`src/rtl/mem_arbiter_pkg.sv`:
```
// Shared widths, FSM state and RMW context for the fetch/data RAM arbiter.
// Pure type/constant package, no logic.
package mem_arb_pkg;

    localparam int ADDR_W = 30;
    localparam int DATA_W = 32;
    localparam int BE_W   = 4;

    typedef enum logic {
        ARB = 1'b0,
        RMW = 1'b1
    } arb_state_t;

    // Sub-word store held across the read half of a read-modify-write.
    typedef struct packed {
        logic [ADDR_W-1:0] addr;
        logic [DATA_W-1:0] wdata;
        logic [BE_W-1:0]   be;
    } rmw_ctx_t;

endpackage

```
`src/rtl/mem_arbiter_if.sv`:
```
// Fetch port, load/store port and RAM port bundled for the arbiter.
// master = core + RAM side, slave = arbiter.
interface mem_arbiter_if;
    import mem_arb_pkg::*;

    logic              if_req;
    logic [ADDR_W-1:0] if_addr;
    logic              if_gnt;
    logic              if_rvalid;
    logic [DATA_W-1:0] if_rdata;

    logic              d_req;
    logic              d_we;
    logic [ADDR_W-1:0] d_addr;
    logic [DATA_W-1:0] d_wdata;
    logic [BE_W-1:0]   d_be;
    logic              d_gnt;
    logic              d_rvalid;
    logic [DATA_W-1:0] d_rdata;

    logic              mem_wren;
    logic [ADDR_W-1:0] mem_address;
    logic [DATA_W-1:0] mem_data;
    logic [DATA_W-1:0] mem_q;

    modport master (
        output if_req, if_addr,
        input  if_gnt, if_rvalid, if_rdata,
        output d_req, d_we, d_addr, d_wdata, d_be,
        input  d_gnt, d_rvalid, d_rdata,
        input  mem_wren, mem_address, mem_data,
        output mem_q
    );

    modport slave (
        input  if_req, if_addr,
        output if_gnt, if_rvalid, if_rdata,
        input  d_req, d_we, d_addr, d_wdata, d_be,
        output d_gnt, d_rvalid, d_rdata,
        output mem_wren, mem_address, mem_data,
        input  mem_q
    );

endinterface

```
`src/rtl/mem_arbiter_byte_merge.sv`:
```
// Combinational byte-lane merge of a new word into an old word, zero latency.
// No flow control; lane i takes new_word when be[i] is set.
module byte_merge
    import mem_arb_pkg::*;
(
    input  logic [DATA_W-1:0] old_word,
    input  logic [DATA_W-1:0] new_word,
    input  logic [BE_W-1:0]   be,
    output logic [DATA_W-1:0] merged
);

    always_comb begin
        merged = old_word;
        for (int i = 0; i < BE_W; i++) begin
            if (be[i]) begin
                merged[8*i +: 8] = new_word[8*i +: 8];
            end
        end
    end

endmodule

```
`src/rtl/mem_arbiter.sv`:
```
// Single-port RAM arbiter, fetch vs load/store; grants same cycle, read data one cycle later.
// Losers hold req until gnt; fetch forced after STARVE_LIMIT data wins. BYTE_WRITE_EN adds sub-word RMW.
module mem_arbiter
    import mem_arb_pkg::*;
#(
    parameter int STARVE_LIMIT = 4
) (
    input  logic         clk,
    input  logic         rst,
    mem_arbiter_if.slave bus
);

    localparam int               CNT_W   = $clog2(STARVE_LIMIT + 1);
    localparam logic [CNT_W-1:0] LIMIT_C = CNT_W'(STARVE_LIMIT);

    arb_state_t        state;
    arb_state_t        state_nxt;
    logic [CNT_W-1:0]  starve_cnt;

    logic              fetch_wins;
    logic              if_gnt;
    logic              d_gnt;
    logic              if_rvalid;
    logic              d_rvalid;
    logic              wren;
    logic [ADDR_W-1:0] addr;
    logic [DATA_W-1:0] wdata;

`ifdef BYTE_WRITE_EN
    rmw_ctx_t          ctx;
    logic              ctx_load;
    logic [DATA_W-1:0] merged;

    byte_merge u_merge (
        .old_word (bus.mem_q),
        .new_word (ctx.wdata),
        .be       (ctx.be),
        .merged   (merged)
    );
`else
    logic be_unused;
    assign be_unused = ^bus.d_be;
`endif

    assign fetch_wins = bus.if_req && (!bus.d_req || starve_cnt == LIMIT_C);

    // Everything is gated by rst so a reset landing on the RMW write cycle aborts it.
    always_comb begin
        state_nxt = state;
        if_gnt    = 1'b0;
        d_gnt     = 1'b0;
        wren      = 1'b0;
        addr      = '0;
        wdata     = '0;
`ifdef BYTE_WRITE_EN
        ctx_load  = 1'b0;
`endif
        if (!rst) begin
            case (state)
                ARB: begin
                    if (fetch_wins) begin
                        if_gnt = 1'b1;
                        addr   = bus.if_addr;
                    end else if (bus.d_req) begin
                        d_gnt = 1'b1;
                        if (!bus.d_we) begin
                            addr = bus.d_addr;
                        end else begin
`ifdef BYTE_WRITE_EN
                            if (bus.d_be == {BE_W{1'b1}}) begin
                                wren  = 1'b1;
                                addr  = bus.d_addr;
                                wdata = bus.d_wdata;
                            end else if (bus.d_be != '0) begin
                                addr      = bus.d_addr;
                                ctx_load  = 1'b1;
                                state_nxt = RMW;
                            end
`else
                            wren  = 1'b1;
                            addr  = bus.d_addr;
                            wdata = bus.d_wdata;
`endif
                        end
                    end
                end
`ifdef BYTE_WRITE_EN
                RMW: begin
                    wren      = 1'b1;
                    addr      = ctx.addr;
                    wdata     = merged;
                    state_nxt = ARB;
                end
`endif
                default: state_nxt = ARB;
            endcase
        end
    end

    always_ff @(posedge clk) begin
        if (rst) begin
            state      <= ARB;
            starve_cnt <= '0;
            if_rvalid  <= 1'b0;
            d_rvalid   <= 1'b0;
`ifdef BYTE_WRITE_EN
            ctx        <= '0;
`endif
        end else begin
            state     <= state_nxt;
            if_rvalid <= if_gnt;
            d_rvalid  <= d_gnt && !bus.d_we;
            if (!bus.if_req || if_gnt) begin
                starve_cnt <= '0;
            end else if (d_gnt && starve_cnt != LIMIT_C) begin
                starve_cnt <= starve_cnt + CNT_W'(1);
            end
`ifdef BYTE_WRITE_EN
            if (ctx_load) begin
                ctx <= '{addr: bus.d_addr, wdata: bus.d_wdata, be: bus.d_be};
            end
`endif
        end
    end

    assign bus.if_gnt      = if_gnt;
    assign bus.d_gnt       = d_gnt;
    assign bus.if_rvalid   = if_rvalid;
    assign bus.d_rvalid    = d_rvalid;
    assign bus.if_rdata    = if_rvalid ? bus.mem_q : '0;
    assign bus.d_rdata     = d_rvalid  ? bus.mem_q : '0;
    assign bus.mem_wren    = wren;
    assign bus.mem_address = addr;
    assign bus.mem_data    = wdata;

endmodule

```
`src/flat_wrapper.sv`:
```
// flat-port wrapper written by rule: the top's interface ports become plain ports
module mem_arbiter_flat import mem_arb_pkg::*;
#(
    parameter int STARVE_LIMIT = 4
)
  (clk, rst, bus_if_req, bus_if_addr, bus_if_gnt, bus_if_rvalid, bus_if_rdata, bus_d_req, bus_d_we, bus_d_addr, bus_d_wdata, bus_d_be, bus_d_gnt, bus_d_rvalid, bus_d_rdata, bus_mem_wren, bus_mem_address, bus_mem_data, bus_mem_q);
  mem_arbiter_if bus_i ();
  input  logic clk;
  input  logic rst;
  input wire logic [$bits(bus_i.if_req)-1:0] bus_if_req;
  input wire logic [$bits(bus_i.if_addr)-1:0] bus_if_addr;
  output wire logic [$bits(bus_i.if_gnt)-1:0] bus_if_gnt;
  output wire logic [$bits(bus_i.if_rvalid)-1:0] bus_if_rvalid;
  output wire logic [$bits(bus_i.if_rdata)-1:0] bus_if_rdata;
  input wire logic [$bits(bus_i.d_req)-1:0] bus_d_req;
  input wire logic [$bits(bus_i.d_we)-1:0] bus_d_we;
  input wire logic [$bits(bus_i.d_addr)-1:0] bus_d_addr;
  input wire logic [$bits(bus_i.d_wdata)-1:0] bus_d_wdata;
  input wire logic [$bits(bus_i.d_be)-1:0] bus_d_be;
  output wire logic [$bits(bus_i.d_gnt)-1:0] bus_d_gnt;
  output wire logic [$bits(bus_i.d_rvalid)-1:0] bus_d_rvalid;
  output wire logic [$bits(bus_i.d_rdata)-1:0] bus_d_rdata;
  output wire logic [$bits(bus_i.mem_wren)-1:0] bus_mem_wren;
  output wire logic [$bits(bus_i.mem_address)-1:0] bus_mem_address;
  output wire logic [$bits(bus_i.mem_data)-1:0] bus_mem_data;
  input wire logic [$bits(bus_i.mem_q)-1:0] bus_mem_q;
  assign bus_i.if_req = bus_if_req;
  assign bus_i.if_addr = bus_if_addr;
  assign bus_if_gnt = bus_i.if_gnt;
  assign bus_if_rvalid = bus_i.if_rvalid;
  assign bus_if_rdata = bus_i.if_rdata;
  assign bus_i.d_req = bus_d_req;
  assign bus_i.d_we = bus_d_we;
  assign bus_i.d_addr = bus_d_addr;
  assign bus_i.d_wdata = bus_d_wdata;
  assign bus_i.d_be = bus_d_be;
  assign bus_d_gnt = bus_i.d_gnt;
  assign bus_d_rvalid = bus_i.d_rvalid;
  assign bus_d_rdata = bus_i.d_rdata;
  assign bus_mem_wren = bus_i.mem_wren;
  assign bus_mem_address = bus_i.mem_address;
  assign bus_mem_data = bus_i.mem_data;
  assign bus_i.mem_q = bus_mem_q;
  mem_arbiter #(.STARVE_LIMIT(STARVE_LIMIT)) u_core (.clk(clk), .rst(rst), .bus(bus_i));
endmodule
```
`config.mk`:
```
export PLATFORM = sky130hd
export DESIGN_NAME = mem_arbiter_flat
export DESIGN_NICKNAME = d
export VERILOG_FILES = /design/src/rtl/mem_arbiter_pkg.sv /design/src/rtl/mem_arbiter_if.sv /design/src/rtl/mem_arbiter_byte_merge.sv /design/src/rtl/mem_arbiter.sv /design/src/flat_wrapper.sv
export SDC_FILE = /design/constraint.sdc
export NUM_CORES = 1
export LEC_CHECK = 0
export ABC_AREA = 1
export ABC_CLOCK_PERIOD_IN_PS = 2900
export CORE_AREA = 2 2 102 104
export CTS_BUF_LIST = sky130_fd_sc_hd__clkbuf_16
export CTS_CLUSTER_SIZE = 8
export DETAILED_ROUTE_END_ITERATION = 16
export DIE_AREA = 0 0 104 106
export HOLD_SLACK_MARGIN = 0.15
export PLACE_DENSITY = 0.62
export SYNTH_ARGS = -nofsm -noshare
export SYNTH_HDL_FRONTEND = slang
export SYNTH_SLANG_ARGS = --single-unit
```
`constraint.sdc`:
```
create_clock -name clk -period 2.9 [get_ports clk]
set_input_delay 0.58 -clock clk [delete_from_list [all_inputs] [get_ports clk]]
set_output_delay 0.58 -clock clk [all_outputs]
set_load 0.02 [all_outputs]
```
# Word level (Yosys, flattened, before mapping)
# Index checks and enable logic that the tools add are counted.
[word_totals]
reg_bits = 5
inputBits = 133
elab_cells = 33
[classes]
add_sub_neg = 1
n_eq_ne = 2
muxes = 18
n_reduce_logical = 9
[op_table]
columns = ["op", "count"]
rows = [
  ["two-way mux 32 bit", 6],
  ["two-way mux 30 bit", 3],
  ["two-way mux 1 bit", 9],
  ["adder 3 x 1 -> 3 bit, second input constant", 1],
  ["== test 3 bit, second input constant", 1],
  ["logical AND 1 bit", 3],
  ["logical NOT 1 bit", 3],
  ["inequality test 3 bit, second input constant", 1],
  ["logical OR 1 bit", 2],
  ["OR reduction 2 bit", 1],
]

# Longest topological paths before layout
[logic_depth]
depth_word = 7
ltp_mapped = 7
depth_no_buf = 6

# Worst setup path before layout
# Ideal clock, no wire load.
[synth_path]
path_type = "input -> output"
start = "in bus_d_req"
end = "out bus_mem_data[22]"
arrival_time_ps = 1292
required_ps = 2320
path_slack_ps = 1028
cell_stages = 5
path_buffers = 1
path_cell_list = "inv_2 > nor2_4 > nand3_2 > buf_2 > nor2_1"
[synth_via]
elab_chain_cells = 5
[synth_rtl]
columns = ["item", "line", "text"]
rows = [
  ["from (decl)", "flat_wrapper.sv:15", "input wire logic [$bits(bus_i.d_req)-1:0] bus_d_req;"],
  ["logical NOT 1 bit", "mem_arbiter.sv:45", "assign fetch_wins = bus.if_req && (!bus.d_req || starve_cnt == LIMIT_C);"],
  ["logical OR 1 bit", "mem_arbiter.sv:45", ""],
  ["logical AND 1 bit", "mem_arbiter.sv:45", ""],
  ["two-way mux 32 bit (*)", "mem_arbiter.sv:61", "if (fetch_wins) begin"],
  ["two-way mux 32 bit (*)", "mem_arbiter.sv:58", "if (!rst) begin"],
  ["to (decl)", "flat_wrapper.sv:25", "output wire logic [$bits(bus_i.mem_data)-1:0] bus_mem_data;"],
]
# Mark *: on every way between the ends. The rest lies on a longest branch, timed or not.

# Final worst setup path
[layout_path]
start = "in bus_d_req"
end = "out bus_d_gnt"
[layout_via]
elab_chain_cells = 5
[layout_rtl]
columns = ["item", "line", "text"]
rows = [
  ["logical NOT 1 bit", "mem_arbiter.sv:45", ""],
  ["logical OR 1 bit", "mem_arbiter.sv:45", ""],
  ["logical AND 1 bit", "mem_arbiter.sv:45", ""],
  ["two-way mux 1 bit (*)", "mem_arbiter.sv:61", ""],
  ["two-way mux 1 bit (*)", "mem_arbiter.sv:58", ""],
  ["to (decl)", "flat_wrapper.sv:20", "output wire logic [$bits(bus_i.d_gnt)-1:0] bus_d_gnt;"],
]
# Marked as above.

==> impl_results.md <==
- Unrepaired setup endpoints after global routing: false
- Share of synthesized area occupied by flip-flops and latches: 0.06820
- Hold violation total from the final report: 0
- Shortest period the worst path allows: 2787 ps
- Largest clock skew in the final design: 0.1176 ps
- PortBufs: 259
- Number of DRC markers in iteration 0: 116
- Longest Clk Path Bufs: 2
- CP Cell Sequence: clkdlybuf4s50_1 -> inv_2 -> nor2_4 -> buf_12 -> nand2_1 -> inv_1 -> clkdlybuf4s50_1
- Peak VDD IR: 0.1358 mV
- Synthesized area per cell: 4.407 um2
- Hpwl dp: 7054 um
- Setup Viol. Count Final: 0
- Post-Synthesis Cells: 333
- Post-synthesis net count: 468
- Sort of element at the end of the critical path: output pin
- Cts bufs inserted: 3
- Total buffers and inverters traversed by the critical path: 5
- Floorplan die area: 0.01102 mm2
- Fill count: 1082
- Met2 WL post-DR: 4167 um
- Global routing usage summed across all routing layers: 0.1363
- Vias in the first global route: 2654
- Worst max-slew margin expressed relative to the limit: 0.7739
- Source-to-sink clock delay at the later pin of the worst-skew pair: 230 ps
- Global-route wire length before repair: 12450 um
- Initial Utilization: 0.1468
- Number of nets with antenna violations after routing: 0
- Crit path largest cell delay: 610 ps
- Max-cap violations: 0
- Cts-stage hold buffer count: 0
- Run status: completed
- Post-Route Utilization: 0.4363
- Synthesis-to-finish area growth: 197.3%
- Ratio of cells with drive above 1 in the final layout: 0.03413
- DRC violation count after routing: 0
- Post-Route WL: 8215 um
- Detailed-route wire length on metal 1: 3123 um
- Root cell of the clock tree: sky130_fd_sc_hd__clkbuf_16
- Met3 wire length: 859 um
- Setup Buffers After CTS: 0
- Maximum net fanout on the critical path: 22
- Fmax: 358.8 MHz
- Tcrit/Tclk final: 0.9610
- Number of core rows: 37
- Standard cell core area: 0.01000 mm2
- Area used by multi-input combinational logic: 892.1 um2
- Worst path most repeated cell: sky130_fd_sc_hd__clkdlybuf4s50_1
- Design Power: 0.0007819 W
- Element type at the critical path start: primary input
- Setup tns final: 0 ps
- ANT cells: 0
- Clock tree from TritonCTS: built
- Critical Setup Path Class: primary input to output pin
- Data arrival at the endpoint of the critical path: 2210 ps
- Total number of nets in the final design: 722
- Netlist area before placement: 0.001468 mm2
- Netlist cell types: 13
- Initial antenna violation count: 0
- Drt wl/cell: 11.38 um
- I/O pins: 264
- CTS HTree Levels: 1
- Number of vias after detailed routing: 2787
- Top Family by Delay on Critical Path: buffers and inverters
- Slowest-stage cell, CP: sky130_fd_sc_hd__clkdlybuf4s50_1
- Horiz. Die Dim: 104 um
- Worst min path class: register to register
- Required time at the worst-slack endpoint: 2320 ps
- Drt pass-1 iters: 4
- Flip-flop and latch count after synthesis: 5
- FF/Latch Area: 100.1 um2
- Warnings from Yosys: 0
- Largest net degree at the start of global routing: 34
- Vias/cell: 3.860
- Top layer in use: met4
- Overall die height: 106 um
- Total congestion overflow: 0
- Total power divided by cell area: 179.2 mW/mm2
- Slew of the pin with the lowest slew margin: 339.1 ps
- Static Leak: 2.846 nW
- Clock Sink Count: 5
- Clk pin slew, worst setup/hold paths: 30 ps
- Total count of max-transition violations in the final report: 0
- Routability congestion estimate: 0.7547
[Yosys cell counts]
cell type                  instances  area [um2]
sky130_fd_sc_hd__buf_2            12       60.06
sky130_fd_sc_hd__xnor2_1           1       8.760
sky130_fd_sc_hd__dfxtp_1           5       100.1
sky130_fd_sc_hd__nand3_1          61       305.3
sky130_fd_sc_hd__inv_2             1       3.750
sky130_fd_sc_hd__nor2_2            1       6.260
sky130_fd_sc_hd__clkbuf_1          9       33.78
sky130_fd_sc_hd__nor2_4            1       11.26
sky130_fd_sc_hd__nor2_1           38       142.6
sky130_fd_sc_hd__inv_1           102       382.9
sky130_fd_sc_hd__ha_1              2       25.02
sky130_fd_sc_hd__nand3_2           2       20.02
sky130_fd_sc_hd__nand2_1          98       367.9
[through the flow]
stage	instances	worst slack [ps]	hold WS (ps)	cell area, um2
5_1_grt	722	31.65	509.3	4363
4_1_cts	722	0.7554	480.8	4305
6_report	722	113.1	473.4	4363
3_5_place_dp	718	-53.15	438.5	4279
2_1_floorplan	333	1028	417.3	1468
3_3_place_gp	718	-38.59	425.2	4279
[kinds of logic (layout without fill, tap and decap cells)]
kind of cell,count (synthesis),count (layout),share of synthesized area
AND/OR/NAND/NOR,201,201,0.5814
buffers and inverters,124,377,0.3274
flip-flops,5,5,0.06820
adder cells (fa/ha/maj),2,2,0.01705
XOR/XNOR,1,1,0.005969
[metal layers]
metal	GRT usage	up-vias
li1	-	1446
met1	0.1411	1165
met2	0.2707	171
met3	0.03863	5
met4	0.02896	0
met5	0	-
[cell type report]
cell class,count,share of cell area
timing repair buffer,270,0.6269
sequential,5,0.02294
tap,136,0.03900
multi-input combinational,204,0.2045
clock buffer,3,0.01721
clock inverter,1,0.0008603
inverter,103,0.08861
[repair_timing]
action	in CTS	in global routing
gates cloned	0	0
endpoints found under the hold margin	0	0
setup endpoints to repair	42	20
resized for setup	42	22
[power by group]
part | total (W) | internal [W] | switching [W]
logic | 0.000488 | 0.000277 | 0.000211
registers | 0.0000719 | 0.0000711 | 0.000000815
clock network | 0.000222 | 0.000178 | 0.0000436
[layout by cell type, fill, tap and decap left out, drive strengths merged]
cell type and instances:
nor2 40, nand3 63, dlymetal6s2s 21, dlygate4sd2 42, nand2 98, inv 104
clkdlybuf4s50 195, xnor2 1, ha 2, buf 12, dfxtp 5, clkbuf 3
[state kept, by name, indices dropped and copies added, names as in the netlist]
| register | cells |
|---|---|
| u_core.bus.d_rvalid | 1 |
| u_core.bus.if_rvalid | 1 |
| u_core.starve_cnt | 3 |
[worst paths after layout]
check                                     startpoint                    to  slack, ps  cells past startpoint
worst max register to register  u_core.starve_cnt[0]   u_core.bus.d_rvalid       1640                      7
worst min-delay path            u_core.starve_cnt[0]  u_core.starve_cnt[0]        470                      1
worst min register to register  u_core.starve_cnt[0]  u_core.starve_cnt[0]        470                      1
worst max-delay path                       bus_d_req             bus_d_gnt        110                      7
[worst reg2reg max path, stage by stage (launching register included)]
cell and delay (ps):
sky130_fd_sc_hd__dfxtp_1 350, sky130_fd_sc_hd__inv_1 60, sky130_fd_sc_hd__ha_1 220, sky130_fd_sc_hd__nand3_2 130, sky130_fd_sc_hd__buf_12 160, sky130_fd_sc_hd__nand2_1 70, sky130_fd_sc_hd__buf_4 130, sky130_fd_sc_hd__nor2_1 80
Power figures use the tool's default switching activity.
